**config.mk**
```make
export PLATFORM = sky130hd
export DESIGN_NAME = srl_multicycle_8bit_flat
export DESIGN_NICKNAME = d
export VERILOG_FILES = /design/src/rtl/srl_pkg.sv /design/src/rtl/srl_multicycle_8bit_if.sv /design/src/rtl/srl_step_8bit.sv /design/src/rtl/srl_multicycle_8bit.sv /design/src/flat_wrapper.sv
export SDC_FILE = /design/constraint.sdc
export NUM_CORES = 1
export LEC_CHECK = 0
export CAP_MARGIN = 0
export CORE_MARGIN = 2
export CORE_UTILIZATION = 50
export CTS_BUF_LIST = sky130_fd_sc_hd__clkbuf_8
export DETAILED_ROUTE_END_ITERATION = 6
export PLACE_DENSITY = 0.95
export RECOVER_POWER = 25
export SLEW_MARGIN = 5
export SYNTH_ARGS = -nofsm -noshare
export SYNTH_HDL_FRONTEND = slang
export SYNTH_SLANG_ARGS = --single-unit
export TNS_END_PERCENT = 100
```
**constraint.sdc**
```tcl
create_clock -name clk -period 3.5 [get_ports clk]
set_input_delay 0.525 -clock clk [delete_from_list [all_inputs] [get_ports clk]]
set_output_delay 0.525 -clock clk [all_outputs]
set_load 0.01 [all_outputs]
```
**src/rtl/srl_pkg.sv**
```systemverilog
`default_nettype none
// ============================================================================
// Module      : srl_pkg
// Description : Shared state encoding and size defaults for the multicycle
//               logical-right-shift unit.
// Revision    : 1.0
// ============================================================================
package srl_pkg;

    localparam int c_WIDTH = 8;
    localparam int c_AMT_W = 3;

    localparam logic [1:0] c_IDLE  = 2'd0;
    localparam logic [1:0] c_SHIFT = 2'd1;
    localparam logic [1:0] c_DONE  = 2'd2;

endpackage
`default_nettype wire

```
**src/rtl/srl_multicycle_8bit_if.sv**
```systemverilog
`default_nettype none
// ============================================================================
// Module      : srl_multicycle_8bit_if
// Description : Request/result bundle between the requester and the shifter.
// Revision    : 1.0
// ============================================================================
interface srl_multicycle_8bit_if #(
    parameter int WIDTH = srl_pkg::c_WIDTH,
    parameter int AMT_W = srl_pkg::c_AMT_W
);
    logic             start;
    logic [WIDTH-1:0] x;
    logic [AMT_W-1:0] amt;
    logic [WIDTH-1:0] f;
    logic             cout;
    logic             busy;
    logic             done;

    modport master (
        output start, x, amt,
        input  f, cout, busy, done
    );

    modport slave (
        input  start, x, amt,
        output f, cout, busy, done
    );
endinterface
`default_nettype wire

```
**src/rtl/srl_step_8bit.sv**
```systemverilog
`default_nettype none
// ============================================================================
// Module      : srl_step_8bit
// Description : Combinational single-position logical right shift.
// Revision    : 1.0
// ============================================================================
module srl_step_8bit #(
    parameter int WIDTH = srl_pkg::c_WIDTH
) (
    input  wire logic [WIDTH-1:0] x,
    output logic      [WIDTH-1:0] f,
    output logic                  cout
);

    assign f    = {1'b0, x[WIDTH-1:1]};
    assign cout = x[0];

endmodule
`default_nettype wire

```
**src/rtl/srl_multicycle_8bit.sv**
```systemverilog
`default_nettype none
// ============================================================================
// Module      : srl_multicycle_8bit
// Description : Sequential shift-by-N logical right shifter, one bit per clock.
// Revision    : 1.0
// ============================================================================
module srl_multicycle_8bit
    import srl_pkg::*;
#(
    parameter int WIDTH = c_WIDTH,
    parameter int AMT_W = c_AMT_W
) (
    input  wire logic             clk,
    input  wire logic             rst,
    srl_multicycle_8bit_if.slave  bus
);

    logic [1:0]       r_state;
    logic [1:0]       w_next_state;
    logic [AMT_W-1:0] r_count;
    logic [WIDTH-1:0] r_f;
    logic             r_cout;
    logic [WIDTH-1:0] w_step_f;
    logic             w_step_cout;
    logic             w_busy;
    logic             w_done;

    srl_step_8bit #(
        .WIDTH (WIDTH)
    ) u_step (
        .x    (r_f),
        .f    (w_step_f),
        .cout (w_step_cout)
    );

    always_ff @(posedge clk or posedge rst) begin
        if (rst) begin
            r_state <= c_IDLE;
        end else begin
            r_state <= w_next_state;
        end
    end

    always_comb begin
        w_next_state = r_state;
        case (r_state)
            c_IDLE: begin
                if (bus.start) begin
                    w_next_state = (bus.amt != '0) ? c_SHIFT : c_DONE;
                end
            end
            c_SHIFT: begin
                if (r_count == AMT_W'(1)) begin
                    w_next_state = c_DONE;
                end
            end
            c_DONE:  w_next_state = c_IDLE;
            default: w_next_state = c_IDLE;
        endcase
    end

    // Status flags decode only the state register, so no input reaches them.
    always_comb begin
        w_busy = (r_state != c_IDLE);
        w_done = (r_state == c_DONE);
    end

    always_ff @(posedge clk or posedge rst) begin
        if (rst) begin
            r_f     <= '0;
            r_cout  <= 1'b0;
            r_count <= '0;
        end else begin
            case (r_state)
                c_IDLE: begin
                    if (bus.start) begin
                        r_f     <= bus.x;
                        r_count <= bus.amt;
                        r_cout  <= 1'b0;
                    end
                end
                c_SHIFT: begin
                    r_f     <= w_step_f;
                    r_cout  <= w_step_cout;
                    r_count <= r_count - AMT_W'(1);
                end
                default: begin
                end
            endcase
        end
    end

    assign bus.f    = r_f;
    assign bus.cout = r_cout;
    assign bus.busy = w_busy;
    assign bus.done = w_done;

endmodule
`default_nettype wire
```
**src/flat_wrapper.sv**
```systemverilog
// flat-port wrapper written by rule: the top's interface ports become plain ports
module srl_multicycle_8bit_flat import srl_pkg::*;
#(
    parameter int WIDTH = c_WIDTH,
    parameter int AMT_W = c_AMT_W
)
  (clk, rst, bus_start, bus_x, bus_amt, bus_f, bus_cout, bus_busy, bus_done);
  srl_multicycle_8bit_if #(.WIDTH(WIDTH), .AMT_W(AMT_W)) bus_i ();
  input  wire logic clk;
  input  wire logic rst;
  input wire logic [$bits(bus_i.start)-1:0] bus_start;
  input wire logic [$bits(bus_i.x)-1:0] bus_x;
  input wire logic [$bits(bus_i.amt)-1:0] bus_amt;
  output wire logic [$bits(bus_i.f)-1:0] bus_f;
  output wire logic [$bits(bus_i.cout)-1:0] bus_cout;
  output wire logic [$bits(bus_i.busy)-1:0] bus_busy;
  output wire logic [$bits(bus_i.done)-1:0] bus_done;
  assign bus_i.start = bus_start;
  assign bus_i.x = bus_x;
  assign bus_i.amt = bus_amt;
  assign bus_f = bus_i.f;
  assign bus_cout = bus_i.cout;
  assign bus_busy = bus_i.busy;
  assign bus_done = bus_i.done;
  srl_multicycle_8bit #(.WIDTH(WIDTH), .AMT_W(AMT_W)) u_core (.clk(clk), .rst(rst), .bus(bus_i));
endmodule
```
==> key figures <==
Clocking
  – Postcts setup bufs: 0
  – Clock Path Buffers: 2
  – H-tree depth: 1
  – CTS Sinks: 14
  – Clk slew on worst S/H paths: roughly 0.060 ns
  – Clock root buffer: clkbuf_8
  – Total CTS buffers: 3
  – PostCTS Resize Cnt: 0
  – Clock Latency Late Sink: about 0.25 ns
  – TritonCTS clock tree: done
  – # hold bufs at CTS: 0

Cells and area
  – Area grow syn2layout: 34.1%
  – # diodes: 0
  – Finished Layout Cells: between 100 and 150
  – Fill cells: 125
  – Share of layout cells above drive strength 1: 4.67%
  – Post-layout net count: 124

Floorplanning
  – Initial core utilization: 52.6%
  – Area of the core: roughly 1500 um2
  – Die height: 43.4 um
  – Die width: 43.4 um
  – IO Pins: 25
  – Die Area: between 1500 and 2000 um2
  – FP Rows: 14

Placement
  – HPWL Detailed: ~1.3 mm
  – Placed insts: between 100 and 150
  – Routability cong.: between 0.7 and 0.8
  – PortBufs: 24

Global routing
  – Remaining global-route overflow: 0
  – Vias in the first global route: between 600 and 700
  – Total Routing Usage GR: roughly a fifth
  – Largest net degree at the start of global routing: 29
  – Antenna violations before repair: 0
  – First-pass GRT wire length: between 2 and 3 mm

Drt
  – Initial DRC count: 15
  – Via Count: ~700
  – Final WL: 1.78 mm
  – ANT nets after route: 0
  – 1st-pass router iterations: 6
  – DRC violations left: 0
  – DR vias/cell: 5.67
  – Wire per inst: 14.5 um

Setup path
  – Critical Path RT: roughly 3.0 ns
  – CP delay by family, top: flip-flops
  – CP max stage delay: ~0.83 ns
  – Critical path endpoint category: output port
  – Slowest stage cell, crit path: dfrtp_1
  – CP Launch Type: flop
  – Crit-path cells: or2_1, clkdlybuf4s50_1
  – Critical path fanouts, max: 28
  – Crit path DAT: approximately 1.8 ns
  – Count of buffer and inverter cells on the critical path: 1
  – Crit path kind: reg2out

STA
  – Setup tns final: 0 ns
  – Slew margin rel.: 49.7%
  – Worst Skew: 0.00441 ns
  – Fin. max-slew vios: 0
  – Unrepaired setup endpoints after global routing: false
  – Setup Viol. Count Final: 0
  – Worst Max-Slew Pin Slew: 0.753 ns
  – Crit share post-route: roughly two thirds
  – Min Tclk post-route: 2.35 ns
  – Final Hold Vio Count: 0
  – Fmax: between 400 and 500 MHz

Yosys
  – Post-synth cell types: 25
  – Post-Syn Instances: 86
  – Synth Net Count: about 100
  – Asr flop ratio synth: 100%
  – Top FF cell, synth: dfrtp_1
  – Syn_area_per_cell: about 9 um2
  – Post-Syn Area: ~770 um2
  – Sequential fraction of the synthesis area: 45.2%
  – Post-synth EDFFs: 0
  – Seq cells post-synth: 14
  – Syn. warnings: 0

Worst hold path
  – Hold Path Class: reg2reg

Pwr
  – Cell leakage power: 0.470 nW
  – PwrDens: about 800 nW/um2
  – Maximum VDD drop: around 430 uV

Job
  – Max-capacitance violation count: 0

Run status
  – Status: complete, no violations
-- cell usage in the layout (no fill, tap or decap) --
| cell | count |
|---|---|
| clkdlybuf4s50_1 | 23 |
| dfrtp_1 | 14 |
| a21oi_1 | 13 |
| nand2_1 | 12 |
| o21ai_0 | 9 |
| inv_1 | 7 |
| and3b_1 | 7 |
| clkbuf_8 | 4 |
| o21ai_1 | 2 |
| nor2b_1 | 2 |
| ha_1 | 2 |
| o31a_1 | 1 |
| or2_1 | 1 |
| o21bai_1 | 1 |
| nor3_1 | 1 |
| a32oi_1 | 1 |
| nor2_1 | 1 |
| or3b_1 | 1 |
| nand2b_1 | 1 |
| nor3b_2 | 1 |
| a31oi_1 | 1 |
| o22a_1 | 1 |
| dlygate4sd3_1 | 1 |
-- path summary, 6_finish.rpt --
check | cells past startpoint | end | startpoint | slack [ns]
hold / removal | 2 | u_core.bus.cout$_DFFE_PP0P_ | u_core.bus.cout$_DFFE_PP0P_ | 0.49
setup reg to reg | 3 | u_core.r_count[2]$_DFFE_PP0P_ | u_core.r_state[0]$_DFFE_PP0P_ | 1.69
setup / recovery | 2 | bus_busy | u_core.r_state[0]$_DFFE_PP0P_ | 1.15
hold reg to reg | 2 | u_core.bus.cout$_DFFE_PP0P_ | u_core.bus.cout$_DFFE_PP0P_ | 0.49
max in group asynchronous | 2 | u_core.bus.f[1]$_DFFE_PP0P_ | rst | 2.38
min in group asynchronous | 2 | u_core.r_count[1]$_DFFE_PP0P_ | rst | 0.76
-- per-stage QoR --
step / hold slack, ns / worst slack (ns) / total power [mW] / utilization [%] / cell area (um2)
after floorplan: 0.414 / 2.03 / 0.545 / - / 774
after global placement: 0.466 / 1.33 / 0.646 / 66.8 / 983
after detailed placement: 0.480 / 1.25 / 0.674 / 66.8 / 983
after CTS: 0.493 / 1.16 / 0.835 / 70.6 / 1040
after global routing: 0.535 / 1.06 / 0.885 / 70.6 / 1040
final: 0.488 / 1.15 / 0.832 / 70.6 / 1040
-- tightest hold or removal path, cell delays in order (launching register included) --
cell,delay (ns)
dfrtp_1,0.34
nand2_1,0.04
o21ai_0,0.06
-- per-layer routing --
| layer | vias up | track usage (%) | wire length [um] |
|---|---|---|---|
| li1 | 332 | - | - |
| met1 | 335 | 28.0 | 746 |
| met2 | 26 | 31.9 | 874 |
| met3 | 5 | 2.50 | 114 |
| met4 | 0 | 12.7 | 44 |
| met5 | - | 0 | 0 |
-- flip-flops by register name, summed over array words and instances, names as in the netlist --
| name | cells |
|---|---|
| u_core.r_state | 2 |
| u_core.bus.f | 8 |
| u_core.r_count | 3 |
| u_core.bus.cout | 1 |
-- final cells by class --
cell class / count / area [um2] / area share (%)
Clock buffer: 4 / 55.1 / 5.30
Inverter: 7 / 26.3 / 2.53
Multi-Input combinational cell: 58 / 347 / 33.4
Sequential cell: 14 / 350 / 33.7
Tap cell: 16 / 20.0 / 1.93
Timing Repair Buffer: 24 / 240 / 23.1
-- cell families (layout without fill, tap and decap cells) --
logic type      after synthesis  after routing  share of synthesized area [%]
simple gates                 27             27                           20.8
buf+inv                      14             35                           10.0
fa+ha+maj                     2              2                           3.23
flops                        14             14                           45.2
compound gates               29             29                           20.7
-- Yosys cell counts, types with 2 or more instances --
cell type,n,area (um2)
a21oi_1,13,65.1
and3b_1,7,61.3
buf_4,2,15.0
buf_6,2,22.5
dfrtp_1,14,350
ha_1,2,25.0
inv_1,7,26.3
nand2_1,12,45.0
nor2b_1,2,12.5
o21ai_0,9,45.0
o21ai_1,2,10.0
-- report_power, final --
group | switching (mW) | internal (mW) | leakage [nW]
registers | 0.0942 | 0.232 | 0.174
logic | 0.151 | 0.193 | 0.267
clock network | 0.0629 | 0.0999 | 0.0288
Power figures use the tool's default switching activity.
